File: src/rtl/branch_pkg.sv
// Shared branch encodings and 2-bit saturating counter helpers used by the
// predictor and the branch unit.
package branch_pkg;

  typedef enum logic [1:0] {
    SNT = 2'b00,
    WNT = 2'b01,
    WT  = 2'b10,
    ST  = 2'b11
  } bht_state_t;

  localparam logic [2:0] BR_BEQ  = 3'b000;
  localparam logic [2:0] BR_BNE  = 3'b001;
  localparam logic [2:0] BR_NONE = 3'b010;
  localparam logic [2:0] BR_JUMP = 3'b011;
  localparam logic [2:0] BR_BLT  = 3'b100;
  localparam logic [2:0] BR_BGE  = 3'b101;
  localparam logic [2:0] BR_BGEU = 3'b110;
  localparam logic [2:0] BR_BLTU = 3'b111;

  function automatic logic is_cond_branch(input logic [2:0] sel);
    return (sel != BR_NONE) && (sel != BR_JUMP);
  endfunction

  // Saturating step toward the resolved direction.
  function automatic bht_state_t bht_train(input bht_state_t s, input logic taken);
    if (taken) return (s == ST)  ? ST  : bht_state_t'(s + 2'd1);
    else       return (s == SNT) ? SNT : bht_state_t'(s - 2'd1);
  endfunction

endpackage

File: src/rtl/bht.sv
// Branch history table: array of 2-bit saturating counters with one
// combinational read port and one train port.
module bht
  import branch_pkg::*;
#(
  parameter  int ENTRIES = 64,
  localparam int IDX_W   = $clog2(ENTRIES)
) (
  input  logic             clk,
  input  logic             rst_n,
  input  logic [IDX_W-1:0] rd_idx,
  output bht_state_t       rd_state,
  input  logic             wr_en,
  input  logic [IDX_W-1:0] wr_idx,
  input  logic             wr_taken
);

  bht_state_t table_q [ENTRIES];

  // No bypass: a same-cycle read sees the value before the train lands.
  assign rd_state = table_q[rd_idx];

  always_ff @(posedge clk or negedge rst_n) begin
    if (!rst_n) begin
      // NOTE: the table is reset as flops because a reset must forget all learned state at once; a RAM macro could not do that.
      for (int i = 0; i < ENTRIES; i++) table_q[i] <= WNT;
    end else if (wr_en) begin
      // NOTE: non-blocking so every register samples pre-edge values regardless of block ordering.
      table_q[wr_idx] <= bht_train(table_q[wr_idx], wr_taken);
    end
  end

endmodule

File: src/rtl/branch_predictor.sv
// Fetch-stage direction predictor plus Execute-stage mispredict detection,
// redirect generation, table training and a saturating mispredict counter.
module branch_predictor
  import branch_pkg::*;
#(
  parameter int DATA_WIDTH  = 32,
  parameter int BHT_ENTRIES = 64,
  parameter int CNT_WIDTH   = 16
) (
  input  logic                  clk,
  input  logic                  rst_n,
  input  logic [DATA_WIDTH-1:0] f_pc,
  input  logic                  f_is_cond,
  input  logic                  f_is_jal,
  input  logic [DATA_WIDTH-1:0] f_target,
  output logic                  f_pred_taken,
  output logic [DATA_WIDTH-1:0] f_next_pc,
  input  logic                  ex_valid,
  input  logic                  ex_stall,
  input  logic [2:0]            ex_branch_sel,
  input  logic                  ex_pc_sel,
  input  logic                  ex_pred_taken,
  input  logic [DATA_WIDTH-1:0] ex_pc,
  input  logic [DATA_WIDTH-1:0] ex_target,
  output logic                  redirect,
  output logic [DATA_WIDTH-1:0] redirect_pc,
  output logic                  flush_fd,
  output logic [CNT_WIDTH-1:0]  mispredict_cnt
);

  localparam int IDX_W = $clog2(BHT_ENTRIES);

  logic [IDX_W-1:0] f_idx;
  logic [IDX_W-1:0] ex_idx;
  bht_state_t       f_state;
  logic             ex_active;
  logic             ex_is_branch;
  logic             train_en;
  logic             mispredict;
  logic [DATA_WIDTH-1:0] ex_pc_plus4;

  assign f_idx  = f_pc[IDX_W+1:2];
  assign ex_idx = ex_pc[IDX_W+1:2];

  bht #(.ENTRIES(BHT_ENTRIES)) u_bht (
    .clk      (clk),
    .rst_n    (rst_n),
    .rd_idx   (f_idx),
    .rd_state (f_state),
    .wr_en    (train_en),
    .wr_idx   (ex_idx),
    .wr_taken (ex_pc_sel)
  );

  // Fetch: jal is always predicted taken, jalr never is.
  assign f_pred_taken = f_is_jal | (f_is_cond & (f_state inside {WT, ST}));
  assign f_next_pc    = f_pred_taken ? f_target : f_pc + DATA_WIDTH'(4);

  // Reset gating keeps redirect quiet whatever Execute presents during reset.
  assign ex_active    = rst_n & ex_valid & ~ex_stall;
  assign ex_is_branch = (ex_branch_sel != BR_NONE);
  assign train_en     = ex_active & is_cond_branch(ex_branch_sel);
  assign mispredict   = ex_active & ex_is_branch & (ex_pc_sel != ex_pred_taken);

  assign ex_pc_plus4 = ex_pc + DATA_WIDTH'(4);
  assign redirect    = mispredict;
  assign flush_fd    = mispredict;
  assign redirect_pc = (mispredict & ex_pc_sel) ? ex_target : ex_pc_plus4;

  always_ff @(posedge clk or negedge rst_n) begin
    if (!rst_n)
      mispredict_cnt <= '0;
    else if (mispredict && (mispredict_cnt != '1))
      mispredict_cnt <= mispredict_cnt + CNT_WIDTH'(1);
  end

endmodule

File: config.mk
export PLATFORM = sky130hd
export DESIGN_NAME = branch_predictor
export DESIGN_NICKNAME = d
export VERILOG_FILES = /design/src/rtl/branch_pkg.sv /design/src/rtl/bht.sv /design/src/rtl/branch_predictor.sv
export SDC_FILE = /design/constraint.sdc
export NUM_CORES = 1
export LEC_CHECK = 0
export BUFFER_PORTS_ARGS = -buffer_cell sky130_fd_sc_hd__buf_2
export CORE_ASPECT_RATIO = 1.75
export CORE_UTILIZATION = 55
export DETAILED_ROUTE_END_ITERATION = 8
export PLACE_DENSITY = 0.92
export SYNTH_ARGS = -nofsm -noshare
export SYNTH_HDL_FRONTEND = slang
export SYNTH_SLANG_ARGS = --single-unit
File: constraint.sdc
create_clock -name clk -period 3.4 [get_ports clk]
set_input_delay 0 -clock clk [delete_from_list [all_inputs] [get_ports clk]]
set_output_delay 0 -clock clk [all_outputs]
set_load 0.005 [all_outputs]
# Word-level counts from Yosys, hierarchy flattened
# Index checks and enable logic that the tools add are counted.
[op_classes]
n_lt_le_gt_ge = 3
addsub = 5
reduce_logical = 5
n_eq_ne = 7
n_bitwise = 11
mux = 15
[op_table]
columns = ["op", "n"]
rows = [
  ["bitwise mux 128 bit", 1],
  ["adder 32 x 3 -> 32 bit (second input constant)", 2],
  ["two-way mux 32 bit", 2],
  ["binary-select mux 2 bit (select 6 bit)", 2],
  ["two-way mux 2 bit", 9],
  ["adder 16 x 1 -> 16 bit (second input constant)", 1],
  ["!= test 16 bit (second input constant)", 1],
  [">= comparator 7 bit (second input constant)", 2],
  ["inverter 6 -> 7 bit", 2],
  ["demux 2 bit (select 6 bit)", 1],
  ["AND 1 bit", 7],
  ["< comparator 7 x 1 -> 1 bit (second input constant)", 1],
  ["equality test 2 bit (second input constant)", 3],
  ["!= test 3 x 2 -> 1 bit (second input constant)", 2],
  ["logical AND 1 bit", 3],
  ["adder 2 x 1 -> 2 bit (second input constant)", 1],
  ["zero test 2 bit", 1],
  ["nonzero test 2 bit", 1],
  ["subtractor 2 x 1 -> 2 bit (second input constant)", 1],
  ["!= test 1 bit", 1],
  ["inverter 1 bit", 1],
  ["bitwise OR 1 bit", 1],
]
[word_totals]
output_inout_bits = 83
word_cells = 111
in_bits = 139
regBits = 144

# Longest topological paths before layout
[logic_depth]
depth_word = 9
depth_mapped = 11
ltp_nobuf = 8

# Hierarchy
# A second synthesis with hierarchy kept.
[hier_totals]
hier_cells = 1045
area_unflattened_um2 = 10060.9
[by_module_without_submodules]
columns = ["module", "n_inst", "cells_per_inst", "area_per_inst_um2", "seq_area_each_um2"]
rows = [
  ["bht", 1, 627, 7273.2, 3283.1],
  ["branch_predictor", 1, 418, 2787.7, 400.4],
]

# Worst setup path before layout
# OpenSTA, ideal clock, no wires.
[synth_timing]
path_type = "register to register"
from = "register u_bht.table_q[53] (netlist name)"
to = "register u_bht.table_q[115] (netlist name)"
required_ps = 3236
setup_time_ps = 164
path_buffers = 1
arrival_time_ps = 2178
path_slack_ps = 1057
stages_incl_launch_ff = 9
synth_period_minus_slack_ps = 2343
path_cell_list = "dfrtp_1 mux4_2 nand2_1 a21oi_1 or4_1 nor3_2 maj3_2 buf_2 a31oi_1"
[synth_between]
elab_chain_len = 8
word_cells_on_any_way = 12
cone_classes = "add/sub: 2; eq/ne: 1; mux: 8; reduce/logical: 1"
[synth_rtl]
columns = ["element", "line", "text"]
rows = [
  ["start, declared", "bht.sv:18", "bht_state_t table_q [ENTRIES];"],
  ["start signal, assigned by index", "bht.sv:29", "table_q[wr_idx] <= bht_train(table_q[wr_idx], wr_taken);"],
  ["binary-select mux 2 bit (select 6 bit) (*)", "bht.sv:29", ""],
  ["two-way mux 2 bit (not written as such) (*) (2 in a row)", "bht.sv:29", ""],
  ["subtractor 2 x 1 -> 2 bit (tied with other cells)", "branch_pkg.sv:28", "else return (s == SNT) ? SNT : bht_state_t'(s - 2'd1);"],
  ["two-way mux 2 bit, on equally long branches", "branch_pkg.sv:28, branch_pkg.sv:27", ""],
  ["two-way mux 2 bit (*)", "branch_pkg.sv:27", "if (taken) return (s == ST) ? ST : bht_state_t'(s + 2'd1);"],
  ["two-way mux 2 bit (*)", "bht.sv:27", "end else if (wr_en) begin"],
  ["bitwise mux 128 bit (*)", "bht.sv:29", ""],
]
# Every way passes the cells marked *; elsewhere a longest branch is shown, timed or not. The select of a mux whose other input is x is not followed.
# A chain may end at the register's enable or synchronous reset.

# Final worst setup path
[layout_timing]
from = "register u_bht.table_q[3] (netlist name)"
to = "output f_next_pc[10]"
[layout_between]
elab_chain_len = 8
word_cells_on_any_way = 9
cone_classes = "eq/ne: 2; mux: 4; bitwise: 2; reduce/logical: 1"
[layout_rtl]
columns = ["element", "line", "text"]
rows = [
  ["binary-select mux 2 bit (select 6 bit) (*)", "bht.sv:21", "assign rd_state = table_q[rd_idx];"],
  ["two-way mux 2 bit (not written as such) (*) (2 in a row)", "bht.sv:21", ""],
  ["equality test 2 bit", "branch_predictor.sv:56", "assign f_pred_taken = f_is_jal | (f_is_cond & (f_state inside {WT, ST}));"],
  ["nonzero test 2 bit (*)", "branch_predictor.sv:56", ""],
  ["AND 1 bit (*)", "branch_predictor.sv:56", ""],
  ["bitwise OR 1 bit (*)", "branch_predictor.sv:56", ""],
  ["two-way mux 32 bit (*)", "branch_predictor.sv:57", "assign f_next_pc = f_pred_taken ? f_target : f_pc + DATA_WIDTH'(4);"],
  ["end, declared", "branch_predictor.sv:17", "output logic [DATA_WIDTH-1:0] f_next_pc,"],
]
# Marked as above.

==> metrics.yaml <==
finalPower_mw: 4.64
synthArstFlopShare_pct: 100
drv_slew: 0
drtIter0Drc: 1164
postCtsResizedCells: 0
clockBufferDepth: 2
io_buffers: 221
fmax_ghz: 0.302
endpoint_kind: "output port"
routed_via_density: 6.40
post-cts-setup-buffers: 0
place_congestion: 1.04
grt_pass1_vias: 9347
cts-root-buf: "clkbuf_16"
yosys_warnings: 0
synth.area.top_cells: "dfrtp_1 21%, dfstp_2 18%, mux4_2 8.8%"
setup_viol: 0
firstDrtPassIters: 8
cts.sinks: 144
fin_util_pct: 68.1
cts_max_level: 4
critPathMaxStageDelay_ns: 0.49
dieArea_um2: 17800
fin_crit_sh_pct: 97.3
drc: 0
required_ns: 3.40
fin_cells: 1468
synth_top_cell_by_area: "dfrtp_1"
relSlewSlack_pct: 25.1
pre_cts_ws_ns: 0.455
mostFrequentLayoutCells: "220 x buf_2, 207 x nand2_1, 81 x o21ai_0, 80 x dfrtp_1, 64 x dfstp_2"
synth_edf_count: 0
crit_type: "register to output port"
nNetsFinal: 1369
path_buf_inv: 2
p_leak_nw: 4.90
synth_top_area_share_pct: 21.1
skew_ns: 0.00989
drive_gt1_share_pct: 36.0
grt_max_degree: 78
avgRoutedWirePerCell_um: 21.8
multi_input_area_um2: 5400
dp_cells: 1433
dp.final_hpwl_um: 22800
synth_cell_type_count: 65
critPathTopFamily: "multiplexers"
clkTransAtPathRegs_ns: 0.06
tns_ns: 0
timing.hold.ws_ns: 0.150
fp.dieW_um: 101
maxCapViolCount: 0
vias: 9392
grt_pass1_wl_um: 49300
synth.net_count: 1162
setup_slack_ns: 0.0929
core_um2: 16900
rows: 63
design_area_um2: 11500
critPathMostFrequentCell: "mux4_2"
vdd_drop_max_uv: 347
syn_area_per_cell_um2: 9.29
cp_max_fo: 33
power_per_cell_area_nw_per_um2: 404
start_util_pct: 56.2
fillers: 1259
fp.dieH_um: 176
mappedNetlistArea_um2: 9480
antenna_found_initial: 1
place_area_um2: 10800
yosysSeqAreaShare_pct: 38.9
regArea_um2: 3680
finalHoldViolCount: 0
tightest_slew_ns: 1.12
grt.total_usage_pct: 37.5
pin_count: 222
outcome: "finished clean"
ant_nets: 0
crit_arrival_ns: 3.31
syn_inst: 1020
gr-total-overflow: 0
cts_buffers: 17
synth-seq-cells: 144
areaGrowthSynthToFinish_pct: 21.2
slowest_stage: "mux4_2"
ys.flop_type: "dfrtp_1"
finalCriticalPeriod_ns: 3.31
rsz0062_at_grt: "false"
hold_path.class: "primary input to async pin"
layout_commonest_cell: "buf_2"
cp_cell_sequence: "mux4_2, mux4_2, mux2_2, a31oi_1, o21ai_4, buf_4, mux2_4, buf_2"
clk-insertion-delay-late_ns: 0.43
cts_tree: "yes"
start_kind: "register"
drt_wl_total_um: 32100
synth_stat cells (28+ instances only):
cell and instances:
o21ai_0 81, o21ai_1 42, nor2_1 62, xnor2_1 47, a21oi_1 40, dfrtp_1 80
mux2_4 28, dfstp_2 64, nand3_1 35, mux4_2 37, clkbuf_1 28, nand2_1 207
routing by layer:
metal  part of all wire (%)  track usage (%)
met3                     10             11.5
met5                  0.028                0
met4                    8.4             28.1
met1                     32             39.4
met2                     49             62.0
where the power goes:
group | internal (mW) | leakage, nW | switching (mW)
Clock | 1.27 | 0.294 | 0.725
Combinational | 0.344 | 2.85 | 0.415
Sequential | 1.82 | 1.76 | 0.0737
Total | 3.43 | 4.90 | 1.21
final cells by class:
class                           count  share of cell area (%)
Antenna cell                        1                  0.0218
Clock buffer                       23                    4.07
Clock inverter                      9                    1.36
Inverter                           21                   0.686
Multi-Input combinational cell    789                    47.0
Sequential cell                   144                    32.1
Tap cell                          227                    2.47
Timing Repair Buffer              254                    12.3
cell families (layout without fill, tap and decap cells):
kind of cell	Yosys count	after routing	share of synthesized area, %
simple gates	389	389	18.4
compound gates	220	220	13.6
flops	144	144	38.9
mux	104	104	17.5
buf+inv	87	307	4.41
xor+xnor	71	71	6.56
fa+ha+maj	5	5	0.634
other cells	0	1	0
repair_timing:
item	CTS	global route
setup endpoints to repair	0	0
hold buffers	2	0
hold endpoints to repair	42	0
state kept, by name, summed over array words and instances, names as in the netlist:
register / cells
mispredict_cnt: 16
u_bht.table_q: 128
path summary, 6_finish.rpt:
kind | startpoint | to | slack, ns | cells after the start
worst max register to register | u_bht.table_q[48]$_DFFE_PN1P_ | u_bht.table_q[100]$_DFFE_PN1P_ | 0.53 | 8
min in group clk | ex_pc[6] | u_bht.table_q[4]$_DFFE_PN1P_ | 0.20 | 3
worst min-delay path | rst_n | u_bht.table_q[62]$_DFFE_PN1P_ | 0.15 | 2
worst min register to register | u_bht.table_q[92]$_DFFE_PN1P_ | u_bht.table_q[92]$_DFFE_PN1P_ | 0.47 | 2
max in group asynchronous | rst_n | mispredict_cnt[2]$_DFFE_PN0P_ | 2.27 | 3
worst max-delay path | u_bht.table_q[3]$_DFFE_PN0P_ | f_next_pc[10] | 0.09 | 8
worst register-to-register path, cell delays in order, from the launching register on:
cell and delay [ns]:
dfstp_2 0.36, mux2_2 0.28, a22oi_1 0.15, nor2_1 0.07
o31ai_1 0.70, nand4_1 0.21, maj3_2 0.48, buf_12 0.22
o31ai_1 0.29
Note: power is estimated with default switching activity, not from simulation.
